<file path="src/rtl/dl11_pkg.sv">
// Shared definitions for the DL11 serial line unit: register indices, bit positions,
// shifter state encoding and the bus-side register file layout.
package dl11_pkg;

    // Register index = bus_addr[2:1]
    localparam logic [1:0] REG_RCSR = 2'd0;
    localparam logic [1:0] REG_RBUF = 2'd1;
    localparam logic [1:0] REG_XCSR = 2'd2;
    localparam logic [1:0] REG_XBUF = 2'd3;

    // Bit positions inside the CSR/BUF words
    localparam int unsigned BIT_DONE  = 7;
    localparam int unsigned BIT_READY = 7;
    localparam int unsigned BIT_IE    = 6;
    localparam int unsigned BIT_MAINT = 2;
    localparam int unsigned BIT_ERR   = 15;
    localparam int unsigned BIT_OVR   = 14;
    localparam int unsigned BIT_FRM   = 13;

    typedef enum logic [1:0] {
        StIdle,
        StStart,
        StData,
        StStop
    } shift_state_e;

    // Bus-side state of the unit; everything here resets together.
    typedef struct packed {
        logic       stb;       // previous sel & bus_stb, for edge detection
        logic       ack;
        logic       rx_done;
        logic       rx_ie;
        logic       tx_ie;
        logic       maint;
        logic       tx_ready;
        logic       rx_ovr;
        logic       rx_frm;
        logic [7:0] rx_data;
        logic [7:0] tx_buf;
        logic       rx_cond;   // previous rx_ie & rx_done
        logic       tx_cond;   // previous tx_ie & tx_ready
        logic       rx_pend;
        logic       tx_pend;
    } dl11_regs_t;

    localparam dl11_regs_t REGS_RESET = '{
        stb: 1'b0, ack: 1'b0, rx_done: 1'b0, rx_ie: 1'b0, tx_ie: 1'b0, maint: 1'b0,
        tx_ready: 1'b1, rx_ovr: 1'b0, rx_frm: 1'b0, rx_data: 8'h00, tx_buf: 8'h00,
        rx_cond: 1'b0, tx_cond: 1'b0, rx_pend: 1'b0, tx_pend: 1'b0
    };

endpackage

</file>
<file path="src/rtl/dl11_rx_shifter.sv">
// 8N1 receiver for the DL11 unit.
// Ports: clk_sys/reset_n/init clock and resets; rxd raw serial input; loop_en/loop_line select
// the internal transmitter line instead of rxd; data/frm hold the last frame (frm = bad stop
// bit); valid pulses for one cycle when a frame is latched.
module dl11_rx_shifter
    import dl11_pkg::*;
#(
    parameter int unsigned DIV = 217
) (
    input  logic       clk_sys,
    input  logic       reset_n,
    input  logic       init,
    input  logic       rxd,
    input  logic       loop_en,
    input  logic       loop_line,
    output logic [7:0] data,
    output logic       frm,
    output logic       valid
);

    localparam int unsigned CW = $clog2(DIV);

    logic [1:0]    sync_q;
    logic          prev_q;
    logic          line;
    shift_state_e  state_q, state_d;
    logic [CW-1:0] cnt_q, cnt_d;
    logic [2:0]    bit_q, bit_d;
    logic [7:0]    sr_q, sr_d;
    logic [7:0]    data_q, data_d;
    logic          frm_q, frm_d;
    logic          valid_q, valid_d;
    logic          tick;

    assign line = loop_en ? loop_line : sync_q[1];

    always_ff @(posedge clk_sys or negedge reset_n) begin
        if (!reset_n) begin
            sync_q  <= 2'b11;
            prev_q  <= 1'b1;
            state_q <= StIdle;
            cnt_q   <= '0;
            bit_q   <= '0;
            sr_q    <= '0;
            data_q  <= '0;
            frm_q   <= 1'b0;
            valid_q <= 1'b0;
        end else begin
            sync_q  <= init ? 2'b11 : {sync_q[0], rxd};
            prev_q  <= init ? 1'b1 : line;
            state_q <= state_d;
            cnt_q   <= cnt_d;
            bit_q   <= bit_d;
            sr_q    <= sr_d;
            data_q  <= data_d;
            frm_q   <= frm_d;
            valid_q <= valid_d;
        end
    end

    always_comb begin
        state_d = state_q;
        cnt_d   = cnt_q;
        bit_d   = bit_q;
        sr_d    = sr_q;
        data_d  = data_q;
        frm_d   = frm_q;
        valid_d = 1'b0;
        tick    = (cnt_q == '0);
        if (state_q != StIdle && !tick) cnt_d = cnt_q - 1'b1;
        unique case (state_q)
            StIdle: begin
                // Falling edge only: a low line left over from a framing error must not retrigger
                if (prev_q && !line) begin
                    state_d = StStart;
                    cnt_d   = CW'(DIV / 2 - 1);
                end
            end
            StStart: begin
                if (tick) begin
                    if (line) begin
                        state_d = StIdle;
                    end else begin
                        state_d = StData;
                        cnt_d   = CW'(DIV - 1);
                        bit_d   = '0;
                    end
                end
            end
            StData: begin
                if (tick) begin
                    sr_d  = {line, sr_q[7:1]};
                    bit_d = bit_q + 1'b1;
                    cnt_d = CW'(DIV - 1);
                    if (bit_q == 3'd7) state_d = StStop;
                end
            end
            StStop: begin
                if (tick) begin
                    valid_d = 1'b1;
                    data_d  = sr_q;
                    frm_d   = !line;
                    state_d = StIdle;
                end
            end
            default: state_d = StIdle;
        endcase
        if (init) begin
            state_d = StIdle;
            cnt_d   = '0;
            bit_d   = '0;
            sr_d    = '0;
            data_d  = '0;
            frm_d   = 1'b0;
            valid_d = 1'b0;
        end
    end

    assign data  = data_q;
    assign frm   = frm_q;
    assign valid = valid_q;

endmodule

</file>
<file path="src/rtl/serial_port_dl11.sv">
// DL11-style serial line unit on the VM1 MPI bus: RCSR/RBUF/XCSR/XBUF at BASE..BASE+6,
// 8N1 transmitter on txd, receiver on rxd (or internal loopback in maintenance mode),
// RX/TX interrupt requests with vic acknowledge.
// Ports: clk_sys, reset_n (async), init (sync); ce bus clock enable; bus_* responder side
// (bus_dout is zero when not selected); rxd/txd serial lines; rx_req/rx_ack, tx_req/tx_ack.
module serial_port_dl11
    import dl11_pkg::*;
#(
    parameter logic [15:0] BASE = 16'o176560,
    parameter int unsigned DIV  = 217
) (
    input  logic        clk_sys,
    input  logic        reset_n,
    input  logic        ce,
    input  logic        init,
    input  logic [15:0] bus_addr,
    input  logic        bus_sync,
    input  logic        bus_we,
    input  logic [1:0]  bus_wtbt,
    input  logic        bus_stb,
    input  logic [15:0] bus_din,
    output logic [15:0] bus_dout,
    output logic        bus_ack,
    input  logic        rxd,
    output logic        txd,
    output logic        rx_req,
    input  logic        rx_ack,
    output logic        tx_req,
    input  logic        tx_ack
);

    localparam int unsigned CW = $clog2(DIV);

    dl11_regs_t    regs_q, regs_d;
    shift_state_e  tx_state_q, tx_state_d;
    logic [CW-1:0] tx_cnt_q, tx_cnt_d;
    logic [2:0]    tx_bit_q, tx_bit_d;
    logic [7:0]    tx_sr_q, tx_sr_d;
    logic          tx_line, tx_tick, tx_enter_stop;
    logic          sel, edge_hit, wr_lo;
    logic [1:0]    idx;
    logic [15:0]   rd_val;
    logic [7:0]    rx_data;
    logic          rx_frm, rx_valid;
    logic          rx_cond, tx_cond;
    logic          unused_bits;

    assign unused_bits = ^{bus_addr[0], bus_din[15:8], bus_din[7], bus_din[5:3],
                           bus_din[1:0], bus_wtbt[1]};

    assign sel      = bus_sync && (bus_addr[15:3] == BASE[15:3]);
    assign idx      = bus_addr[2:1];
    // Side effects fire once per bus cycle, on the rising edge of sel & bus_stb
    assign edge_hit = sel && bus_stb && !regs_q.stb;
    assign wr_lo    = edge_hit && bus_we && bus_wtbt[0];

    dl11_rx_shifter #(
        .DIV (DIV)
    ) u_rx (
        .clk_sys   (clk_sys),
        .reset_n   (reset_n),
        .init      (init),
        .rxd       (rxd),
        .loop_en   (regs_q.maint),
        .loop_line (tx_line),
        .data      (rx_data),
        .frm       (rx_frm),
        .valid     (rx_valid)
    );

    always_ff @(posedge clk_sys or negedge reset_n) begin
        if (!reset_n) begin
            regs_q     <= REGS_RESET;
            tx_state_q <= StIdle;
            tx_cnt_q   <= '0;
            tx_bit_q   <= '0;
            tx_sr_q    <= '0;
        end else begin
            regs_q     <= init ? REGS_RESET : regs_d;
            tx_state_q <= tx_state_d;
            tx_cnt_q   <= tx_cnt_d;
            tx_bit_q   <= tx_bit_d;
            tx_sr_q    <= tx_sr_d;
        end
    end

    // Transmitter; a cleared TX_READY in Idle/Stop means a byte is waiting in tx_buf
    always_comb begin
        tx_state_d    = tx_state_q;
        tx_cnt_d      = tx_cnt_q;
        tx_bit_d      = tx_bit_q;
        tx_sr_d       = tx_sr_q;
        tx_enter_stop = 1'b0;
        tx_line       = 1'b1;
        tx_tick       = (tx_cnt_q == '0);
        if (tx_state_q != StIdle && !tx_tick) tx_cnt_d = tx_cnt_q - 1'b1;
        unique case (tx_state_q)
            StIdle: begin
                if (!regs_q.tx_ready) begin
                    tx_state_d = StStart;
                    tx_cnt_d   = CW'(DIV - 1);
                    tx_sr_d    = regs_q.tx_buf;
                end
            end
            StStart: begin
                tx_line = 1'b0;
                if (tx_tick) begin
                    tx_state_d = StData;
                    tx_cnt_d   = CW'(DIV - 1);
                    tx_bit_d   = '0;
                end
            end
            StData: begin
                tx_line = tx_sr_q[0];
                if (tx_tick) begin
                    tx_sr_d  = {1'b0, tx_sr_q[7:1]};
                    tx_bit_d = tx_bit_q + 1'b1;
                    tx_cnt_d = CW'(DIV - 1);
                    if (tx_bit_q == 3'd7) begin
                        tx_state_d    = StStop;
                        tx_enter_stop = 1'b1;
                    end
                end
            end
            StStop: begin
                if (tx_tick) begin
                    if (!regs_q.tx_ready) begin
                        tx_state_d = StStart;
                        tx_cnt_d   = CW'(DIV - 1);
                        tx_sr_d    = regs_q.tx_buf;
                    end else begin
                        tx_state_d = StIdle;
                    end
                end
            end
            default: tx_state_d = StIdle;
        endcase
        if (init) begin
            tx_state_d    = StIdle;
            tx_cnt_d      = '0;
            tx_bit_d      = '0;
            tx_sr_d       = '0;
            tx_enter_stop = 1'b0;
        end
    end

    assign rx_cond = regs_q.rx_ie && regs_q.rx_done;
    assign tx_cond = regs_q.tx_ie && regs_q.tx_ready;

    // Bus register file and interrupt pending flags
    always_comb begin
        regs_d     = regs_q;
        regs_d.stb = sel && bus_stb;
        if (ce) regs_d.ack = bus_stb && (regs_q.ack || sel);

        if (wr_lo) begin
            unique case (idx)
                REG_RCSR: regs_d.rx_ie = bus_din[BIT_IE];
                REG_XCSR: begin
                    regs_d.tx_ie = bus_din[BIT_IE];
                    regs_d.maint = bus_din[BIT_MAINT];
                end
                REG_XBUF: begin
                    if (regs_q.tx_ready) begin
                        regs_d.tx_buf   = bus_din[7:0];
                        regs_d.tx_ready = 1'b0;
                    end
                end
                default: ;
            endcase
        end
        if (tx_enter_stop) regs_d.tx_ready = 1'b1;

        // A frame latch on the same edge as an RBUF read wins
        if (rx_valid) begin
            regs_d.rx_data = rx_data;
            regs_d.rx_frm  = rx_frm;
            regs_d.rx_ovr  = regs_q.rx_done;
            regs_d.rx_done = 1'b1;
        end else if (edge_hit && !bus_we && idx == REG_RBUF) begin
            regs_d.rx_done = 1'b0;
        end

        regs_d.rx_cond = rx_cond;
        regs_d.tx_cond = tx_cond;
        if (!rx_cond)                regs_d.rx_pend = 1'b0;
        else if (!regs_q.rx_cond)    regs_d.rx_pend = 1'b1;
        else if (rx_ack)             regs_d.rx_pend = 1'b0;
        if (!tx_cond)                regs_d.tx_pend = 1'b0;
        else if (!regs_q.tx_cond)    regs_d.tx_pend = 1'b1;
        else if (tx_ack)             regs_d.tx_pend = 1'b0;
    end

    always_comb begin
        rd_val = '0;
        unique case (idx)
            REG_RCSR: begin
                rd_val[BIT_ERR]  = regs_q.rx_ovr || regs_q.rx_frm;
                rd_val[BIT_DONE] = regs_q.rx_done;
                rd_val[BIT_IE]   = regs_q.rx_ie;
            end
            REG_RBUF: begin
                rd_val[7:0]     = regs_q.rx_data;
                rd_val[BIT_ERR] = regs_q.rx_ovr || regs_q.rx_frm;
                rd_val[BIT_OVR] = regs_q.rx_ovr;
                rd_val[BIT_FRM] = regs_q.rx_frm;
            end
            REG_XCSR: begin
                rd_val[BIT_READY] = regs_q.tx_ready;
                rd_val[BIT_IE]    = regs_q.tx_ie;
                rd_val[BIT_MAINT] = regs_q.maint;
            end
            default: rd_val = '0;
        endcase
    end

    assign bus_dout = (sel && bus_stb && !bus_we) ? rd_val : 16'h0000;
    assign bus_ack  = regs_q.ack;
    assign txd      = regs_q.maint || tx_line;
    assign rx_req   = regs_q.rx_pend;
    assign tx_req   = regs_q.tx_pend;

endmodule

</file>
<file path="config.mk">
export PLATFORM = sky130hd
export DESIGN_NAME = serial_port_dl11
export DESIGN_NICKNAME = d
export VERILOG_FILES = /design/src/rtl/dl11_pkg.sv /design/src/rtl/dl11_rx_shifter.sv /design/src/rtl/serial_port_dl11.sv
export SDC_FILE = /design/constraint.sdc
export NUM_CORES = 1
export LEC_CHECK = 0
export CORE_MARGIN = 8
export CORE_UTILIZATION = 55
export DETAILED_ROUTE_END_ITERATION = 12
export MAX_ROUTING_LAYER = met4
export PLACE_DENSITY_LB_ADDON = 0.05
export SLEW_MARGIN = 0
export SYNTH_ARGS = -nofsm -noshare
export SYNTH_HDL_FRONTEND = slang
export SYNTH_SLANG_ARGS = --single-unit
</file>
<file path="constraint.sdc">
create_clock -name clk_sys -period 2.4 [get_ports clk_sys]
set_input_delay 0.24 -clock clk_sys [delete_from_list [all_inputs] [get_ports clk_sys]]
set_output_delay 0.24 -clock clk_sys [all_outputs]
set_load 0.005 [all_outputs]
</file>
==> results.sh <==
export IMPL_endpoint="txd"
export IMPL_fmax_mhz=438
export IMPL_arrival_ns=2.04
export IMPL_n_antenna_cell=0
export IMPL_crit_start="tx_state_q[0]"
export IMPL_most_common_layout_cells="dfrtp_1, nor2_1, mux2i_1"
export IMPL_grt_pass1_wl_um=16800
export IMPL_r2r_setup_slack_ns=0.15
export IMPL_ys_types=61
export IMPL_drive_above_1_share_pct=11.7
export IMPL_async_reset_ff_share_pct=100
export IMPL_row_count=32
export IMPL_start_kind="flop"
export IMPL_vias=3457
export IMPL_path_clk_slew_ns=0.09
export IMPL_drt_wl_total_um=9630
export IMPL_synth_seq_cells=84
export IMPL_yosys_warnings=0
export IMPL_synthAdderAreaFrac_pct=4.79
export IMPL_fillers=625
export IMPL_die_area_sq_um=11200
export IMPL_h_tree_depth=3
export IMPL_setup_violations=0
export IMPL_dr_wl_met2_um=4440
export IMPL_yosys_area_share_simple_pct=18.8
export IMPL_r2r_end="u_rx.data[2]"
export IMPL_power_density_nw_per_um2=595
export IMPL_clock_path_buffers=2
export IMPL_ios=64
export IMPL_met1_length_um=4630
export IMPL_avgViaCountPerCell=5.63
export IMPL_synthCells=456
export IMPL_gr_usage_all_layers_pct=18.6
export IMPL_grt_setup_unrepaired="no"
export IMPL_stdcell_count=614
export IMPL_ir_drop_uv=340
export IMPL_cp_end_kind="output pin"
export IMPL_slowest_stage="clkdlybuf4s50_1"
export IMPL_wl_met3_um=432
export IMPL_crit_required_ns=2.16
export IMPL_grt_max_degree=85
export IMPL_fin_hold_ws_ns=0.245
export IMPL_gp_congestion=0.846
export IMPL_first_global_vias=3581
export IMPL_drcViolationCount=0
export IMPL_skew_ns=0.0108
export IMPL_r2r_worst_path_cells=7
export IMPL_cts_tree="built"
export IMPL_maxCapViolations=0
export IMPL_drt_iter0_drc=156
export IMPL_hold_class="in2reg"
export IMPL_slew_viol_final=0
export IMPL_synth_top_family_by_area="simple AND/OR/NAND/NOR gates"
export IMPL_synth_xor_area_share_pct=1.18
export IMPL_io_buffers=48
export IMPL_seq_area_sq_um=2110
export IMPL_cp_cell_sequence="inv_1 -> ha_1 -> or2_1 -> nand3b_1 -> clkdlybuf4s50_1"
export IMPL_status="finished, final reports clean"
export IMPL_muxShareOfSynthArea_pct=11.1
export IMPL_synthFlopType="dfrtp_1"
export IMPL_grt_ovfl_total=0
export IMPL_synth_compound_area_share_pct=12.0
export IMPL_initial_core_util_pct=57.1
export IMPL_final_common_cell="dfrtp_1"
export IMPL_die_w_um=106
export IMPL_path_class="reg2out"
export IMPL_clock_insertion_delay_worst_skew_ns=0.37
export IMPL_synth_seq_area_share_pct=47.5
export IMPL_cts_root_buf="clkbuf_8"
export IMPL_layout_min_cycle_time_ns=2.28
export IMPL_synthToLayoutAreaGrowth_pct=19.2
export IMPL_place_hpwl_um=6730
export IMPL_highest_layer="met4"
export IMPL_reg2reg_from="u_rx.cnt_q[0]"
export IMPL_dr_pass1_iters=4
export IMPL_ant_nets=0
export IMPL_tightest_slew_ns=0.696
export IMPL_wl_per_cell_um=15.7
export IMPL_synth_area_sq_um=4440
export IMPL_core_sq_um=7770
export IMPL_crit_fanout=6
export IMPL_cts_sinks=84
export IMPL_final_hold_viol_count=0
export IMPL_utilization_pct=68.1
export IMPL_cp_slowest_stage_delay_ns=0.52
export IMPL_p_leak_nw=2.51
export IMPL_numCtsBuffers=9
export IMPL_syn_area_per_cell_sq_um=9.73
export IMPL_fin_nets=568
export IMPL_multi_input_area_sq_um=2160
export IMPL_die_h_um=106
export IMPL_antenna_found_initial=0
export IMPL_fin_crit_sh_pct=95.1
export IMPL_synth_edf_count=0
export IMPL_dp_cells=596
export IMPL_max_slew_margin_rel_pct=53.6
[power by group]
group	switching [mW]	leakage [nW]	total [mW]	internal, mW
Combinational	0.363	1.25	0.636	0.273
Sequential	0.0471	1.15	1.50	1.45
Clock	0.597	0.102	1.01	0.414
Total	1.01	2.51	3.14	2.14
[final cells by class]
cell class,count,share of cell area [%]
clock buffer,9,2.34
clock inverter,7,1.40
inverter,17,1.21
multi-input combinational,331,40.8
sequential,84,39.9
tap,102,2.41
timing repair buffer,64,12.0
[metal layers]
layer,vias to the layer above,global-route usage [%]
met5,-,-
met4,0,6.23
met3,12,4.51
met2,82,28.5
met1,1666,23.6
li1,1697,-
[cells in the mapped netlist, types with 7 or more instances]
cell type	number	area, sq um
dfrtp_1	80	2000
a21oi_1	28	140
clkbuf_1	14	52.6
mux2i_1	39	390
mux2_2	9	101
inv_1	17	63.8
nand3_1	7	35.0
ha_1	17	213
nand2_1	34	128
nor3_1	10	50.1
o21ai_0	19	95.1
nor2_1	69	259
and2_1	10	62.6
a211oi_1	7	52.6
[cell families (layout without fill, tap and decap cells)]
kind of cell | count (synthesis) | count (layout)
buf+inv | 45 | 97
simple gates | 172 | 172
xor+xnor | 6 | 6
flops | 84 | 84
compound gates | 83 | 83
fa+ha+maj | 17 | 17
other cells | 1 | 5
mux | 48 | 48
[per-stage QoR]
stage	power, mW	setup WS, ns	setup TNS (ns)	instance area, sq um
floorplan	1.92	0.358	0	4450
global route	3.31	0.00214	0	5290
detailed placement	2.15	-0.0520	-0.250	5040
global placement	2.13	-0.00866	-0.0385	5040
finish	3.14	0.118	0	5290
CTS	3.17	0.000889	0	5260
[worst max-delay path: cells and delay by family (launching register included)]
family	cells	cell delay, ns
buffers and inverters	2	0.63
AND/OR/NAND/NOR	2	0.42
flip-flops	1	0.39
adder cells (fa/ha/maj)	1	0.24
[state kept, by name (all words and copies together) (netlist names), 2 cells and up]
signal        flops
tx_state_q        2
tx_sr_q           8
u_rx.bit_q        3
tx_cnt_q          8
u_rx.sr_q         8
u_rx.sync_q       2
u_rx.data         8
regs_q           26
u_rx.state_q      2
tx_bit_q          3
u_rx.cnt_q        8
[worst min path at each step]
stage               startpoint       endpoint  slack (ns)  cells past startpoint
floorplan              reset_n        bus_ack       -0.06                      0
CTS                       init      regs_q[3]        0.23                      2
finish                    init      regs_q[4]        0.24                      2
global route              init  tx_state_q[1]        0.25                      2
global placement       reset_n    tx_cnt_q[5]        0.31                      2
detailed placement     reset_n    tx_cnt_q[2]        0.31                      2
[timing repair]
action,in CTS,in global routing
hold buffers,1,0
setup buffers,1,0
pin swaps,1,1
gates resized for setup,3,12
hold endpoints to repair,80,0
gates cloned,0,0
endpoints found under the setup margin,8,17
(Power assumes the default switching activity.)
